**src/rtl/laser310_pkg.sv**
```systemverilog
// Shared types and default constants for the Laser 310 RAM bank controller.
package laser310_pkg;

    typedef enum logic [1:0] {
        ST_ARM    = 2'd0,
        ST_IDLE   = 2'd1,
        ST_COMMIT = 2'd2,
        ST_HOLD   = 2'd3
    } bank_state_t;

    localparam logic [3:0] IO_PORT_DFLT = 4'h7;
    localparam logic [4:0] WIN_LO_DFLT  = 5'b10111;

    // Edges the ARM state waits for the synchroniser to reflect the real pins.
    localparam logic [1:0] ARM_FLUSH    = 2'd2;

endpackage

```
**src/rtl/z80_strobe_sync.sv**
```systemverilog
// Two-flop synchroniser for the active-low Z80 bus strobes; idles high.
module z80_strobe_sync #(
    parameter int WIDTH = 4
) (
    input  logic             clk,
    input  logic             rst_n,
    input  logic [WIDTH-1:0] async_in,
    output logic [WIDTH-1:0] sync_out
);

    logic [WIDTH-1:0] r_meta;
    logic [WIDTH-1:0] r_sync;

    always_ff @(posedge clk or negedge rst_n) begin
        if (!rst_n) begin
            r_meta <= '1;
            r_sync <= '1;
        end else begin
            r_meta <= async_in;
            r_sync <= r_meta;
        end
    end

    assign sync_out = r_sync;

endmodule

```
**src/rtl/laser310_bank_ctrl.sv**
```systemverilog
// Laser 310 RAM expansion: Z80 OUT-port bank register with lock bit and
// combinational RAM chip/address decode.
//
// state  | meaning
// ARM    | after reset; wait for the synchroniser to flush and IORQ to go idle
// IDLE   | waiting for a valid write to the bank port
// COMMIT | bank/lock updated on entry; lasts one cycle
// HOLD   | waiting for the current I/O cycle to end
module laser310_bank_ctrl
    import laser310_pkg::*;
#(
    parameter int         BANK_BITS  = 2,
    parameter logic [3:0] IO_PORT    = IO_PORT_DFLT,
    parameter logic [4:0] WIN_LO     = WIN_LO_DFLT,
    parameter int         FIXED_PAGE = 0,
    parameter int         RESET_BANK = 1
) (
    input  logic                 clk,
    input  logic                 rst_n,
    input  logic [4:0]           addr_hi,
    input  logic [3:0]           addr_io,
    input  logic                 wr_n,
    input  logic                 rd_n,
    input  logic                 mreq_n,
    input  logic                 iorq_n,
    input  logic [7:0]           data_in,
    output logic [7:0]           data_out,
    output logic                 data_oe,
    output logic [BANK_BITS-1:0] ram_ahi,
    output logic                 ram_cs_n,
    output logic                 ram_oe_n,
    output logic                 ram_we_n,
    output logic                 led_cs,
    output logic                 led_we
);

    localparam logic [BANK_BITS-1:0] W_FIXED = BANK_BITS'(FIXED_PAGE);
    localparam logic [BANK_BITS-1:0] W_RST   = BANK_BITS'(RESET_BANK);

    logic [3:0]           w_strb_s;
    logic                 w_wr_s, w_rd_s, w_mreq_s, w_iorq_s;
    logic                 w_valid_wr;
    logic                 w_commit;
    logic                 w_cs;
    bank_state_t          r_state, w_state_nxt;
    logic [1:0]           r_arm_cnt;
    logic [7:0]           r_data;
    logic [BANK_BITS-1:0] r_bank;
    logic                 r_lock;

    z80_strobe_sync #(.WIDTH(4)) u_sync (
        .clk      (clk),
        .rst_n    (rst_n),
        .async_in ({wr_n, rd_n, mreq_n, iorq_n}),
        .sync_out (w_strb_s)
    );

    assign {w_wr_s, w_rd_s, w_mreq_s, w_iorq_s} = w_strb_s;

    assign w_valid_wr = !w_iorq_s && w_mreq_s && !w_wr_s && w_rd_s && (addr_io == IO_PORT);

    always_ff @(posedge clk or negedge rst_n) begin
        if (!rst_n) begin
            r_state   <= ST_ARM;
            r_arm_cnt <= ARM_FLUSH;
            r_data    <= '0;
        end else begin
            r_state <= w_state_nxt;
            r_data  <= data_in;
            if (r_state == ST_ARM && r_arm_cnt != 2'd0)
                r_arm_cnt <= r_arm_cnt - 2'd1;
        end
    end

    always_comb begin
        w_state_nxt = r_state;
        w_commit    = 1'b0;
        case (r_state)
            ST_ARM:    if (r_arm_cnt == 2'd0 && w_iorq_s) w_state_nxt = ST_IDLE;
            ST_IDLE:   if (w_valid_wr) begin
                           w_state_nxt = ST_COMMIT;
                           w_commit    = 1'b1;
                       end
            ST_COMMIT: w_state_nxt = ST_HOLD;
            ST_HOLD:   if (w_iorq_s) w_state_nxt = ST_IDLE;
            default:   w_state_nxt = ST_ARM;
        endcase
    end

    // Once locked, the bank value is frozen until the next reset.
    always_ff @(posedge clk or negedge rst_n) begin
        if (!rst_n) begin
            r_bank <= W_RST;
            r_lock <= 1'b0;
        end else if (w_commit && !r_lock) begin
            r_bank <= r_data[BANK_BITS-1:0];
            r_lock <= r_data[7];
        end
    end

    assign w_cs     = !mreq_n && iorq_n && (wr_n ^ rd_n) && (addr_hi >= WIN_LO);
    assign ram_cs_n = !w_cs;
    assign ram_oe_n = ram_cs_n | ~wr_n;
    assign ram_we_n = ram_cs_n | wr_n;
    assign led_cs   = ~ram_cs_n;
    assign led_we   = ~ram_we_n;
    assign ram_ahi  = (addr_hi == WIN_LO) ? W_FIXED : r_bank;
    assign data_oe  = !iorq_n && mreq_n && !rd_n && wr_n && (addr_io == IO_PORT);

    always_comb begin
        data_out                = '0;
        data_out[7]             = r_lock;
        data_out[BANK_BITS-1:0] = r_bank;
    end

endmodule

```
**config.mk**
```make
export PLATFORM = sky130hd
export DESIGN_NAME = laser310_bank_ctrl
export DESIGN_NICKNAME = d
export VERILOG_FILES = /design/src/rtl/laser310_pkg.sv /design/src/rtl/z80_strobe_sync.sv /design/src/rtl/laser310_bank_ctrl.sv
export SDC_FILE = /design/constraint.sdc
export NUM_CORES = 1
export LEC_CHECK = 0
export ABC_CLOCK_PERIOD_IN_PS = 2200
export CORE_UTILIZATION = 25
export DETAILED_ROUTE_END_ITERATION = 8
export GPL_TIMING_DRIVEN = 0
export PLACE_DENSITY = 0.62
export RECOVER_POWER = 25
export SKIP_CTS_REPAIR_TIMING = 1
export SLEW_MARGIN = 20
export SYNTH_ARGS = -nofsm -noshare
export SYNTH_HDL_FRONTEND = slang
export SYNTH_SLANG_ARGS = --single-unit
```
**constraint.sdc**
```tcl
create_clock -name clk -period 2.2 [get_ports clk]
set_input_delay 0.66 -clock clk [delete_from_list [all_inputs] [get_ports clk]]
set_output_delay 0.66 -clock clk [all_outputs]
set_load 0.01 [all_outputs]
```
### After elaboration in Yosys (flattened, before gate mapping)

Index checks and enable logic that the tools add are counted.

| word-level totals | value |
|---|---|
| register bits after elaboration | 23 |
| bits in latches | 0 |
| output and inout port bits | 16 |
| memory bits (writable) | 0 |
| bits of input ports | 23 |
| memories kept | 0 |
| logic and storage cells | 54 |
| ROM bits | 0 |

| operators by class | value |
|---|---|
| bitwise gates (word level) | 5 |
| shift operators | 0 |
| $lt $le $gt $ge | 1 |
| add/subtract/negate cells | 1 |
| reduce and logical (&&, ||, !) cells | 25 |
| multiply operators | 0 |
| div/mod/pow operators | 0 |
| mux-type cells | 7 |
| equality and inequality tests | 8 |

Operators with widths:

| cell | number |
|---|---|
| logical AND 1 bit | 14 |
| 2-to-1 mux 2 bit | 4 |
| one-hot mux 2 bit (4 select lines) | 1 |
| zero test 1 bit | 7 |
| == test 5 bit, second input constant | 1 |
| greater-or-equal comparator 5 bit, second input constant | 1 |
| == test 2 bit, second input constant | 2 |
| == test 4 x 3 -> 1 bit, second input constant | 1 |
| zero test 2 bit | 2 |
| inequality test 2 x 1 -> 1 bit, second input constant | 2 |
| AND reduction 3 bit | 1 |
| == test 2 x 1 -> 1 bit, second input constant | 1 |
| 2-to-1 mux 1 bit | 2 |
| inequality test 2 bit, second input constant | 1 |
| inverter 1 bit | 2 |
| OR 1 bit | 2 |
| nonzero test 2 bit | 1 |
| subtractor 2 x 1 -> 2 bit, second input constant | 1 |
| XOR 1 bit | 1 |

### Logic depth before layout (Yosys ltp)

Gate-level depths: netlist (run 1).

| depth | value |
|---|---|
| word-level depth | 8 |
| gate-level depth with buffers | 5 |
| mapped depth without buffers | 5 |

### By module

A second synthesis (run 1) with hierarchy kept.

| second synthesis, totals | value |
|---|---|
| cell total of the unflattened synthesis | 64 |
| area, all modules | 840.8 µm² |

Modules (own cells, without submodules):

| module | seq. area each (µm²) | area an instance (µm²) | instances | cells an instance |
|---|---|---|---|---|
| laser310_bank_ctrl | 252.7 | 630.6 | 1 | 56 |
| z80_strobe_sync | 210.2 | 210.2 | 1 | 8 |

### Least setup slack after synthesis (run 1)

No wires, ideal clock.

| timing path | value |
|---|---|
| kind | in2out |
| from | input port addr_hi[2] |
| to | output port led_we |
| data required time | 1.540 ns |
| arrival | 1.538 ns |
| stages | 4 |
| path buffers | 0 |
| slack | 0.002 ns |
| cell sequence | nand3_1 a2111oi_4 nand2b_2 inv_1 |

| between the ends | value |
|---|---|
| cells in the longest elaborated chain, start to end | 5 |

RTL lines:

| what | line | source |
|---|---|---|
| start: declaration | laser310_bank_ctrl.sv:20 | `input logic [4:0] addr_hi,` |
| greater-or-equal comparator 5 bit | laser310_bank_ctrl.sv:101 | `assign w_cs = !mreq_n && iorq_n && (wr_n ^ rd_n) && (addr_hi >= WIN_LO);` |
| logical AND 1 bit | laser310_bank_ctrl.sv:101 |  |
| via led_cs | laser310_bank_ctrl.sv:33 | `output logic led_cs,` |
| zero test 1 bit | laser310_bank_ctrl.sv:102 | `assign ram_cs_n = !w_cs;` |
| OR 1 bit | laser310_bank_ctrl.sv:104 | `assign ram_we_n = ram_cs_n \| wr_n;` |
| via ram_we_n | laser310_bank_ctrl.sv:32 | `output logic ram_we_n,` |
| inverter 1 bit | laser310_bank_ctrl.sv:106 | `assign led_we = ~ram_we_n;` |
| end: declaration | laser310_bank_ctrl.sv:34 | `output logic led_we` |

The timed path passes the listed nets, and every way through them passes these cells.

### Worst setup path after layout (run 1)

| timing path | value |
|---|---|
| from | input port wr_n |
| to | output port led_we |

| between the ends | value |
|---|---|
| cells in the longest elaborated chain, start to end | 6 |

RTL lines:

| what | line | source |
|---|---|---|
| start: declaration | laser310_bank_ctrl.sv:22 | `input logic wr_n,` |
| XOR 1 bit | laser310_bank_ctrl.sv:101 |  |
| logical AND 1 bit (2 in series) | laser310_bank_ctrl.sv:101 |  |
| zero test 1 bit | laser310_bank_ctrl.sv:102 |  |
| OR 1 bit * | laser310_bank_ctrl.sv:104 |  |
| inverter 1 bit * | laser310_bank_ctrl.sv:106 |  |

Every way passes the cells marked *; elsewhere a longest branch is shown, timed or not.

==> results.txt, run 1 <==
In the synthesized netlist, the number of instances is 64. The clock network fraction of total power is 20.3%. The peak ir drop on the vdd network is 0.365 mV. The worst setup margin came out at -0.0336 ns. The sum of negative setup slack came out at -0.0904 ns.

The cell sitting at the root of the clock tree is a clkbuf_4. The largest fanout of any net on the critical path came out at 4. The finished layout cell area came out at 1290 sq um.

The die covers 3510 sq um. The worst setup slack after placement came out at -0.956 ns. The run finished, with violations left. The number of buffer cells added on primary ports came out at 28.

The number of cells after detailed placement came out at 140. The smallest hold slack is 0.359 ns. The CTS tree is yes. The cell with the biggest individual delay on the critical path is a2111oi_4. The static leakage power came out at 0.632 nW. The total DRC errors in the routed layout came out at 0. The I/O pin total is 39. The total half-perimeter wirelength after legalization and detailed placement came out at 1140 um.

The layout overhead on the synthesized area is 57.3%. The area occupied by multi-input gates is 345 sq um. In the post-synthesis netlist, the biggest area contributors are dfstp_2 (32%), dfrtp_1 (24%), ha_1 (7.6%). The repair_antennas step left the layout with diodes totalling 0. The final number of hold-violating endpoints came out at 0. STA classifies the critical path endpoint as an output pin. The share of power burned in registers is 50.2%.

Excluding fillers, the count of instances in the completed layout stands at 150. The clock-pin slew on the worst setup and hold paths came out at 0.09 ns. The final max-slew violation count is 0. The die is 59.2 um tall. The data required time at the worst endpoint is 1.54 ns. The share of total power in combinational logic is 29.4%.

The number of maximum-capacitance constraint violations is 0. The last weighted congestion value of the routability-driven placer is 0.669. The number of global-route vias before repair came to 603.

After global routing the overflow that remains totals 0. Global routing used 9.15% of the available tracks across all layers. The cell area reported after detailed placement is 1170 sq um. Traced cell by cell, the critical path runs through buf_12, xnor2_4, a2111oi_4, buf_4, nand2b_4, inv_2, buf_6.

In this run the core area contains 20 standard-cell rows. Cells fill 41.8% of the core in the end. The reg2reg setup slack came out at 0.61 ns.

Data on the critical path arrives at its endpoint at 1.57 ns. The filler cell count in the final layout came out at 293. Clock tree synthesis inserted a total of 3 buffers. Across all layers, the routed design uses 585 vias. The post-synthesis sequential element count is 18.

The placeable core region is 3080 sq um. The number of failing setup endpoints in the final timing report is 3. The maximum clock frequency came out at 448 MHz.

The count of nets after finishing is 135. The kind of start point of the critical path is a primary input. In this run, the number of DRC markers left after iteration 0 of detailed routing was 1.

The design internal power is 0.571 mW. The maximum number of buffers from clock root to sink came out at 2. The post-route fraction of the period consumed by the critical path is 102%.

The effective utilization at floorplan is 26.6%. CTS built an H-tree with a depth of 1. The summed instance area of the synthesized netlist is 818 sq um. Yosys printed 0 warnings.

Entering global routing, the biggest net connects 19 pins. The wire length of the first global-routing pass came out at 2400 um. The aggregate routed wire length is 1520 um.

The final reports fail on negative setup slack. The worst setup path is of the primary input to output pin kind. Of the post-synthesis cell area, the dominant cell type holds 32.1%.

The final clock skew is 0.0100 ns. The layout cell share with drive strength beyond 1 came out at 47.2%. Headroom to the max-slew limit came out at 49.4%.

The number of sinks driven by the clock tree is 18. Overall power consumption after layout is estimated at 0.790 mW. In this run switching power makes up 27.7% of total power. The chip width came out at 59.2 um.

The power density over the cells came out at 614 nW/um^2. The total area of sequential cells is 463 sq um. The mean cell area of the mapped netlist is 12.8 sq um. The routed design could run at a clock period as short as 2.23 ns. The worst hold path belongs to the class register to register.

The number of unique standard cell types used by synthesis is 24. The power dissipated by switching net loads is 0.218 mW. The share of the Yosys chip area taken by registers is 56.6%. Of all cell types, the one taking the most synthesized area is dfstp_2.

The largest stage delay on the critical path is 0.29 ns. The via density per instance is 3.90. The routed wire length per instance came out at 10.1 um. At the pin with the least slew margin, the transition time is 0.757 ns. The number of antenna violations at the first check in global routing is 0. The clock latency on the worst-skew pair came out at 0.28 ns. The number of search-and-repair iterations in the first detailed-routing pass is 2. Setup repair after global routing could not meet its margin everywhere. The detail route stage leaves a number of antenna-violating nets equal to 0.
## power by group through the flow
stage	sequential (mW)	combinational, mW	clock (mW)
3_3_place_gp	0.400	0.207	0
3_5_place_dp	0.403	0.224	0
6_report	0.397	0.233	0.161
5_1_grt	0.403	0.261	0.184
2_1_floorplan	0.397	0.133	0
4_1_cts	0.397	0.225	0.169
## final timing paths
check                                  from                  to  depth (start not counted)
setup / recovery                       wr_n              led_we                          7
hold / removal             u_sync.r_meta[0]  u_sync.sync_out[0]                          0
setup reg to reg               r_arm_cnt[1]          r_state[1]                          5
hold reg to reg            u_sync.r_meta[0]  u_sync.sync_out[0]                          0
max in group asynchronous             rst_n        r_arm_cnt[0]                          1
min in group asynchronous             rst_n           r_bank[1]                          1
## cells in the mapped netlist
library cell / count
nand3_1: 1
nor3b_1: 1
inv_1: 7
xnor2_1: 2
conb_1: 1
o211ai_1: 1
dfstp_2: 10
ha_1: 5
buf_4: 6
nand3b_1: 1
nor2_1: 3
a2111oi_4: 1
nand4b_1: 1
nand2_1: 3
o21ai_0: 2
a31o_2: 1
nand4bb_1: 1
dfrtp_1: 8
nand2b_1: 1
mux2_2: 3
nor2b_1: 2
mux2i_1: 1
nand2b_2: 1
or4bb_2: 1
## metal layers
metal  share of wire (%)  vias to the layer above  global-route usage [%]
met2                  53                       30                    15.4
met5                   0                        -                       0
met3                 7.3                        0                    3.49
li1                    -                      282                       -
met1                  40                      273                    10.2
met4                   0                        0                    4.08
## logic make-up after synthesis
logic type / count (synthesis) / synth area share (%)
flops: 18 / 56.6
simple gates: 16 / 12.5
buf+inv: 13 / 8.72
fa+ha+maj: 5 / 7.65
compound gates: 5 / 6.58
mux: 4 / 5.35
xor+xnor: 2 / 2.14
other cells: 1 / 0.458
## worst max-delay path, delay by kind of cell
family,cells,cell delay [ns]
compound gates,1,0.29
buf+inv,4,0.43
xor+xnor,1,0.14
simple gates,1,0.05
## flip-flops by register name (all words and copies together) (netlist names)
name and cells:
r_arm_cnt 2, u_sync.r_meta 4, r_data 3, r_bank 2, u_sync.sync_out 4, r_state 2
r_lock 1
## cells in the final DEF (no fill, tap or decap), drive strengths merged, types with 2 or more instances in the layout
cell,count
buf,21
clkbuf,7
clkdlybuf4s50,11
conb,5
dfrtp,8
dfstp,10
dlymetal6s2s,5
ha,5
inv,7
mux2,3
nand2,3
nand2b,2
nor2,3
nor2b,2
o21ai,2
xnor2,2
## layout make-up
type | instances | share of cell area, %
Timing Repair Buffer | 34 | 25.4
Inverter | 7 | 2.04
Multi-Input combinational cell | 37 | 26.8
Tap cell | 44 | 4.28
Sequential cell | 18 | 36.0
Buffer | 6 | 3.50
Clock buffer | 4 | 2.04
Power figures use the tool's default switching activity.
==> run 2: changes to the inputs <==
Settings changed: HOLD_SLACK_MARGIN from default to 0.1.
==> results of run 2 <==
No change in the layout: final DEF, timing and power equal those of run 1.
